$ cat src/rtl/alu_cmd_sequencer_if.sv
// rtl/alu_cmd_sequencer_if.sv - command/ALU/result bundle between sequencer and its environment
interface alu_cmd_sequencer_if #(
  parameter int WIDTH = 16
);
  logic [7:0]       rx_data;
  logic             rx_valid;
  logic             rx_ready;
  logic [WIDTH-1:0] A;
  logic [WIDTH-1:0] B;
  logic [3:0]       ALU_FUN;
  logic             Enable;
  logic [WIDTH-1:0] ALU_OUT;
  logic             OUT_VALID;
  logic [7:0]       tx_data;
  logic             tx_valid;
  logic             tx_ready;
  logic             busy;
  logic             timeout_err;

  // Sequencer side
  modport master (
    input  rx_data, rx_valid, ALU_OUT, OUT_VALID, tx_ready,
    output rx_ready, A, B, ALU_FUN, Enable, tx_data, tx_valid, busy, timeout_err
  );

  // Environment side: command source, ALU and result sink
  modport slave (
    output rx_data, rx_valid, ALU_OUT, OUT_VALID, tx_ready,
    input  rx_ready, A, B, ALU_FUN, Enable, tx_data, tx_valid, busy, timeout_err
  );
endinterface

$ cat src/rtl/alu_cmd_sequencer.sv
// rtl/alu_cmd_sequencer.sv - byte-serial command framer, ALU issue/capture and LSB-first result return
module alu_cmd_sequencer #(
  parameter int WIDTH   = 16,
  parameter int TIMEOUT = 15
) (
  input logic                 clk,
  input logic                 RST,
  alu_cmd_sequencer_if.master bus
);
  localparam int NB = WIDTH / 8;
  localparam int CW = (NB > 1) ? $clog2(NB) : 1;
  localparam int TW = (TIMEOUT > 1) ? $clog2(TIMEOUT) : 1;
  localparam logic [CW-1:0] CNT_LAST   = CW'(NB - 1);
  localparam logic [TW-1:0] TIMER_LAST = TW'(TIMEOUT - 1);

  typedef enum logic [2:0] {IDLE, GET_A, GET_B, ISSUE, WAIT, SEND} state_t;

  state_t           state;
  logic [CW-1:0]    cnt;
  logic [TW-1:0]    timer;
  logic [WIDTH-1:0] result;
  logic [WIDTH-1:0] result_shift;
  logic             rx_fire;
  logic             tx_fire;

  assign rx_fire      = bus.rx_valid && bus.rx_ready;
  assign tx_fire      = bus.tx_valid && bus.tx_ready;
  // The result register shifts down one byte per accepted tx byte, so byte 0 is always next
  assign result_shift = result >> 8;

  // Frame FSM; every output is a register so nothing glitches toward the ALU or the stream sinks
  always_ff @(posedge clk or posedge RST) begin
    if (RST) begin
      state           <= IDLE;
      cnt             <= '0;
      timer           <= '0;
      result          <= '0;
      bus.rx_ready    <= 1'b0;
      bus.A           <= '0;
      bus.B           <= '0;
      bus.ALU_FUN     <= '0;
      bus.Enable      <= 1'b0;
      bus.tx_data     <= '0;
      bus.tx_valid    <= 1'b0;
      bus.busy        <= 1'b0;
      bus.timeout_err <= 1'b0;
    end else begin
      bus.Enable      <= 1'b0;
      bus.timeout_err <= 1'b0;
      case (state)
        IDLE: begin
          bus.rx_ready <= 1'b1;
          if (rx_fire) begin
            bus.ALU_FUN <= bus.rx_data[3:0];
            cnt         <= '0;
            bus.busy    <= 1'b1;
            state       <= GET_A;
          end
        end
        GET_A: begin
          if (rx_fire) begin
            for (int i = 0; i < NB; i++) begin
              if (cnt == CW'(i)) bus.A[8*i +: 8] <= bus.rx_data;
            end
            if (cnt == CNT_LAST) begin
              cnt   <= '0;
              state <= GET_B;
            end else begin
              cnt <= cnt + 1'b1;
            end
          end
        end
        GET_B: begin
          if (rx_fire) begin
            for (int i = 0; i < NB; i++) begin
              if (cnt == CW'(i)) bus.B[8*i +: 8] <= bus.rx_data;
            end
            if (cnt == CNT_LAST) begin
              // Close the input before ISSUE so no byte of a following frame can slip in
              bus.rx_ready <= 1'b0;
              bus.Enable   <= 1'b1;
              state        <= ISSUE;
            end else begin
              cnt <= cnt + 1'b1;
            end
          end
        end
        ISSUE: begin
          timer <= '0;
          state <= WAIT;
        end
        WAIT: begin
          if (bus.OUT_VALID) begin
            result       <= bus.ALU_OUT;
            bus.tx_data  <= bus.ALU_OUT[7:0];
            bus.tx_valid <= 1'b1;
            cnt          <= '0;
            state        <= SEND;
          end else if (timer == TIMER_LAST) begin
            bus.timeout_err <= 1'b1;
            bus.busy        <= 1'b0;
            bus.rx_ready    <= 1'b1;
            state           <= IDLE;
          end else begin
            timer <= timer + 1'b1;
          end
        end
        SEND: begin
          if (tx_fire) begin
            if (cnt == CNT_LAST) begin
              bus.tx_valid <= 1'b0;
              bus.busy     <= 1'b0;
              bus.rx_ready <= 1'b1;
              state        <= IDLE;
            end else begin
              cnt         <= cnt + 1'b1;
              result      <= result_shift;
              bus.tx_data <= result_shift[7:0];
            end
          end
        end
        default: begin
          bus.busy     <= 1'b0;
          bus.tx_valid <= 1'b0;
          bus.rx_ready <= 1'b0;
          state        <= IDLE;
        end
      endcase
    end
  end
endmodule

$ cat src/flat_wrapper.sv
// flat-port wrapper written by rule: the top's interface ports become plain ports
module alu_cmd_sequencer_flat 
#(
  parameter int WIDTH   = 16,
  parameter int TIMEOUT = 15
)
  (clk, RST, bus_rx_data, bus_rx_valid, bus_ALU_OUT, bus_OUT_VALID, bus_tx_ready, bus_rx_ready, bus_A, bus_B, bus_ALU_FUN, bus_Enable, bus_tx_data, bus_tx_valid, bus_busy, bus_timeout_err);
  alu_cmd_sequencer_if #(.WIDTH(WIDTH)) bus_i ();
  input logic clk;
  input logic RST;
  input wire logic [$bits(bus_i.rx_data)-1:0] bus_rx_data;
  input wire logic [$bits(bus_i.rx_valid)-1:0] bus_rx_valid;
  input wire logic [$bits(bus_i.ALU_OUT)-1:0] bus_ALU_OUT;
  input wire logic [$bits(bus_i.OUT_VALID)-1:0] bus_OUT_VALID;
  input wire logic [$bits(bus_i.tx_ready)-1:0] bus_tx_ready;
  output wire logic [$bits(bus_i.rx_ready)-1:0] bus_rx_ready;
  output wire logic [$bits(bus_i.A)-1:0] bus_A;
  output wire logic [$bits(bus_i.B)-1:0] bus_B;
  output wire logic [$bits(bus_i.ALU_FUN)-1:0] bus_ALU_FUN;
  output wire logic [$bits(bus_i.Enable)-1:0] bus_Enable;
  output wire logic [$bits(bus_i.tx_data)-1:0] bus_tx_data;
  output wire logic [$bits(bus_i.tx_valid)-1:0] bus_tx_valid;
  output wire logic [$bits(bus_i.busy)-1:0] bus_busy;
  output wire logic [$bits(bus_i.timeout_err)-1:0] bus_timeout_err;
  assign bus_i.rx_data = bus_rx_data;
  assign bus_i.rx_valid = bus_rx_valid;
  assign bus_i.ALU_OUT = bus_ALU_OUT;
  assign bus_i.OUT_VALID = bus_OUT_VALID;
  assign bus_i.tx_ready = bus_tx_ready;
  assign bus_rx_ready = bus_i.rx_ready;
  assign bus_A = bus_i.A;
  assign bus_B = bus_i.B;
  assign bus_ALU_FUN = bus_i.ALU_FUN;
  assign bus_Enable = bus_i.Enable;
  assign bus_tx_data = bus_i.tx_data;
  assign bus_tx_valid = bus_i.tx_valid;
  assign bus_busy = bus_i.busy;
  assign bus_timeout_err = bus_i.timeout_err;
  alu_cmd_sequencer #(.WIDTH(WIDTH), .TIMEOUT(TIMEOUT)) u_core (.clk(clk), .RST(RST), .bus(bus_i));
endmodule
$ cat config.mk
export PLATFORM = sky130hd
export DESIGN_NAME = alu_cmd_sequencer_flat
export DESIGN_NICKNAME = d
export VERILOG_FILES = /design/src/rtl/alu_cmd_sequencer_if.sv /design/src/rtl/alu_cmd_sequencer.sv /design/src/flat_wrapper.sv
export SDC_FILE = /design/constraint.sdc
export NUM_CORES = 1
export LEC_CHECK = 0
export ABC_AREA = 1
export BUFFER_PORTS_ARGS = -buffer_cell sky130_fd_sc_hd__buf_2
export CORE_MARGIN = 2
export CORE_UTILIZATION = 30
export CTS_CLUSTER_SIZE = 8
export DETAILED_ROUTE_END_ITERATION = 8
export PLACE_DENSITY = 0.54
export SLEW_MARGIN = 20
export SYNTH_ARGS = -nofsm -noshare
export SYNTH_HDL_FRONTEND = slang
export SYNTH_SLANG_ARGS = --single-unit
$ cat constraint.sdc
create_clock -name clk -period 1.82 [get_ports clk]
set_clock_uncertainty 0.05 [all_clocks]
set_input_delay 0.273 -clock clk [delete_from_list [all_inputs] [get_ports clk]]
set_output_delay 0.273 -clock clk [all_outputs]
set_load 0.005 [all_outputs]
Word level (Yosys, flattened, before mapping)
Cells that the tools add are included.

operators by class
  muxes and demuxes = 49
  add/subtract/negate cells = 2
  equal/unequal tests = 19
  bitwise operators = 4
  reduce and logical (&&, ||, !) cells = 21

operators by type and width
  operator                                        number
  2-to-1 mux 16 bit                               3
  one-hot mux 16 bit (2 select lines)             1
  2-to-1 mux 3 bit                                9
  2-to-1 mux 1 bit                                24
  2-to-1 mux 8 bit                                3
  one-hot mux 3 bit (6 select lines)              1
  != test 2 x 1 -> 1 bit (second input constant)  8
  one-hot mux 8 bit (2 select lines)              1
  AND reduction 3 bit                             5
  AND reduction 6 bit                             2
  one-hot mux 1 bit (5 select lines)              2
  2-to-1 mux 4 bit                                2
  != test 2 bit (second input constant)           4
  one-hot mux 4 bit (2 select lines)              1
  AND reduction 4 bit                             2
  AND reduction 8 bit                             1
  AND reduction 7 bit                             1
  == test 3 x 2 -> 1 bit (second input constant)  2
  == test 3 bit (second input constant)           2
  nonzero test 5 bit                              1
  adder 4 x 1 -> 4 bit (second input constant)    1
  == test 4 bit (second input constant)           1
  inverter 1 bit                                  4
  one-hot mux 1 bit (4 select lines)              1
  11 further kinds                                13

word-level totals
  register bits = 73
  input bits = 29
  output and inout bits = 49

Depth between registers and ports, before layout
  depth in word-level cells = 4
  depth in mapped cells = 9
  depth with buffers taken out = 9

Least setup slack after synthesis
Ideal clock, no wire load.

  kind = reg2reg
  start point = register u_core.state[0]
  end point = register u_core.result[8]
  library setup time = 0.117 ns
  required time = 1.653 ns
  arrival = 1.270 ns
  cell stages (with the launch flop) = 9
  path slack = 0.383 ns
  cells stage by stage = dfrtp_1 buf_6 nor2_4 nand3_2 o21a_1 buf_6 clkbuf_8 nand3b_1 nand2_1

on the way
  cells in the longest elaborated chain, start to end = 3
  elaborated cells on any way between the ends = 8
  those cells by class = eq/ne (5); mux (1); reduce/logical (2)

RTL lines
  item                                                    RTL line                  source
  start, declared                                         alu_cmd_sequencer.sv:18   state_t state;
  start signal, assigned                                  alu_cmd_sequencer.sv:34   state <= IDLE;
  start signal, assigned                                  alu_cmd_sequencer.sv:57   state <= GET_A;
  start signal, assigned                                  alu_cmd_sequencer.sv:67   state <= GET_B;
  == test 3 bit                                           alu_cmd_sequencer.sv:50   case (state)
  != test 2 bit (no source line) (tied with other cells)  n/a
  AND reduction 4 bit (no source line)                    n/a
  end signal, assigned                                    alu_cmd_sequencer.sv:94   result <= bus.ALU_OUT;
  end signal, assigned                                    alu_cmd_sequencer.sv:117  result <= result_shift;
  end, declared                                           alu_cmd_sequencer.sv:21   logic [WIDTH-1:0] result;

Parallel ways exist; a longest one is shown, timed or not.
A chain may end at the register's enable or synchronous reset.

Worst setup path in the final report
  start point = register u_core.state[1]
  end point = register u_core.result[8]

Same word-level chain as after synthesis.

==> flow_summary.toml <==
[critical_path]
reg2reg_slack_ns = 0.21
critical_path_required_ns = 2.00
end_kind = "register"
r2r_cells = 6
crit_fanout = 8
r2r_start = "u_core.state[1]$_DFFE_PP0P_"
cp-start-kind = "register"
worstPathArrival_ns = 1.79
crit_path_top_delay_cell = "dfrtp_1"
worstSetupPathType = "reg -> reg"
slowest_delay_ns = 0.51
cp_cell_sequence = "nor2_4, nand3_2, o21a_1, buf_4, nand3b_1, nand2_1"
rr_endpoint = "u_core.result[8]$_DFFE_PP0P_"

[yosys]
yosysWarnings = 0
synth.avg_cell_area_um2 = 8.82
synth_seq_area_share_pct = 53.0
synthFlopType = "dfrtp_1"
synth_edf_count = 0
synth_top_cell_area_share_pct = 53.0
synth_nets = 379
synth_top_area_cell = "dfrtp_1"
synth.area.top_cells = "dfrtp_1 (53%), nand2_1 (13%), o21ai_0 (5.1%)"
netlist_instances = 348
ys_types = 32
netlist_area_mm2 = 0.00307
ys_ff_latch = 65
ys_async_sr_fraction_pct = 100

[global_route]
grt_antenna_before_repair = 0
grt_overflow = 0
grtUsageTotal_pct = 13.4
grt_pass1_vias = 2423
grt_max_degree = 66
grt_pass1_wl_um = 11700

[clock_tree]
clockBufferDepth = 2
cts_tree = "yes"
ctsHoldBuffers = 1
numCtsBuffers = 9
cts-root-buf = "clkbuf_8"
path_clk_slew_ns = 0.08
cts_setup_buffers = 0
htreeDepth = 3
cts_resized = 0
cts.sinks = 65
clock_latency_ns = 0.34

[finish]
regArea_mm2 = 0.00163
layout.nets = 456
layout_common_cells = "nand2_1 (108), buf_2 (77), dfrtp_1 (65), o21ai_0 (31), inv_1 (25)"
drive_above_1_share_pct = 27.7
antenna_cells = 0
mostFrequentLayoutCell = "nand2_1"
multiInputGateArea_mm2 = 0.00114
fill_cells = 1023
final_area_mm2 = 0.00375
fin_util_pct = 38.1
area_growth_pct = 22.3

[timing]
slew_headroom_pct = 74.0
slew_violations = 0
fin_crit_ns = 1.61
finalSetupViolCount = 0
rsz0062_at_grt = "no"
setup_tns_ns = 0
worst_pin_slew_ns = 0.389
fmax_mhz = 623
fin_crit_sh_pct = 88.3
hold_viol = 0
timing.final.ws_setup_ns = 0.214

[placement]
port_buffers = 77
gp_congestion = 0.802
hpwlAfterDp_um = 4910
dpl_worst_slack_ns = 0.230
place_area_mm2 = 0.00352

[hold_path]
holdCritPathClass = "in -> reg"
hold_depth = 3
hold_start = "bus_rx_data[5]"
min_to = "u_core.bus.B[13]$_DFFE_PP0P_"

[pwr]
power.switching_mw = 2.30
switching_share_pct = 37.6
power_mw = 6.11
p_seq_share_pct = 40.6
combPwrFrac_pct = 37.2
p_clk_share_pct = 22.2
power.internal_mw = 3.82
peakVddDrop_v = 0.000739
p_leak_nw = 2.02
power_density_mw_per_mm2 = 1630

[route]
routed_via_density = 4.41
via_count = 2485
first_pass_iters = 4
drt_iter0_drc = 128
post-route-drc-count = 0
postRouteAntennaNets = 0
wirelength_um = 6990
wire_per_inst_um = 12.4

[die]
rows = 36
placeableCoreArea_mm2 = 0.00986
start_util_pct = 31.1
io_pins = 78
die_y_um = 105
die-area_mm2 = 0.0111
die_w_um = 105

[flow_run]
maxCapViolations = 0

[status]
outcome = "complete, no violations"
-- critical path, delay by kind of cell (launching register included) --
kind	cells	cell delay [ns]
flops	1	0.51
buf+inv	1	0.22
compound gates	1	0.26
simple gates	4	0.46
-- final cells by class --
cell class                 count  area share [%]
sequential                    65            43.3
multi-input combinational    233            30.5
clock buffer                  13            4.77
inverter                      29            3.07
tap                          133            4.43
clock inverter                 3            1.23
timing repair buffer          87            12.7
-- routing by layer --
metal	global-route usage (%)	share of wire (%)	up-vias	wire [um]
li1	-	-	1259	-
met1	17.2	46	1137	3180
met2	20.5	45	80	3160
met3	6.36	8.5	9	596
met4	3.24	0.74	0	52
met5	0	0	-	0
-- state kept, by name, summed over array words and instances, names as in the netlist --
name,flops
u_core.bus.A,16
u_core.bus.ALU_FUN,4
u_core.bus.B,16
u_core.bus.Enable,1
u_core.bus.busy,1
u_core.bus.rx_ready,1
u_core.bus.timeout_err,1
u_core.bus.tx_valid,1
u_core.cnt,1
u_core.result,16
u_core.state,3
u_core.timer,4
-- logic make-up after synthesis --
group | count (synthesis) | synth area share (%)
buffers and inverters | 50 | 9.67
flip-flops | 65 | 53.0
AND/OR/NAND/NOR | 175 | 26.5
AO/OA/AOI/OAI | 54 | 9.46
adder cells (fa/ha/maj) | 2 | 0.816
XOR/XNOR | 2 | 0.571
-- cells in the mapped netlist (4+ instances only) --
cell	count
nand2_1	108
dfrtp_1	65
o21ai_0	31
inv_1	26
nand3_1	24
nor2_1	23
a21oi_1	11
buf_4	8
nand3b_1	8
o21ai_1	8
buf_6	6
buf_2	4
-- worst max path at each step --
stage,start,endpoint,slack [ns],cells past startpoint
3_5_place_dp,u_core.state[2]$_DFFE_PP0P_,u_core.bus.B[14]$_DFFE_PP0P_,0.23,7
3_3_place_gp,u_core.state[1]$_DFFE_PP0P_,u_core.result[11]$_DFFE_PP0P_,0.27,6
6_report,u_core.state[1]$_DFFE_PP0P_,u_core.result[8]$_DFFE_PP0P_,0.21,6
2_1_floorplan,u_core.state[0]$_DFFE_PP0P_,u_core.result[8]$_DFFE_PP0P_,0.38,8
5_1_grt,u_core.state[1]$_DFFE_PP0P_,u_core.result[2]$_DFFE_PP0P_,0.06,6
4_1_cts,u_core.state[1]$_DFFE_PP0P_,u_core.result[9]$_DFFE_PP0P_,0.21,6
-- power groups by stage --
stage | clock network [mW] | registers, mW | logic [mW]
6_report | 1.36 | 2.48 | 2.27
5_1_grt | 1.45 | 2.58 | 2.64
4_1_cts | 1.39 | 2.49 | 2.33
3_5_place_dp | 0 | 2.50 | 2.32
3_3_place_gp | 0 | 2.48 | 2.30
2_1_floorplan | 0 | 2.43 | 1.72
-- per-stage QoR --
step,hold slack [ns],cells
after floorplan,0.361,348
after global placement,0.347,546
after detailed placement,0.349,546
after CTS,0.167,563
after global routing,0.173,563
final,0.177,563
(Power assumes the default switching activity.)
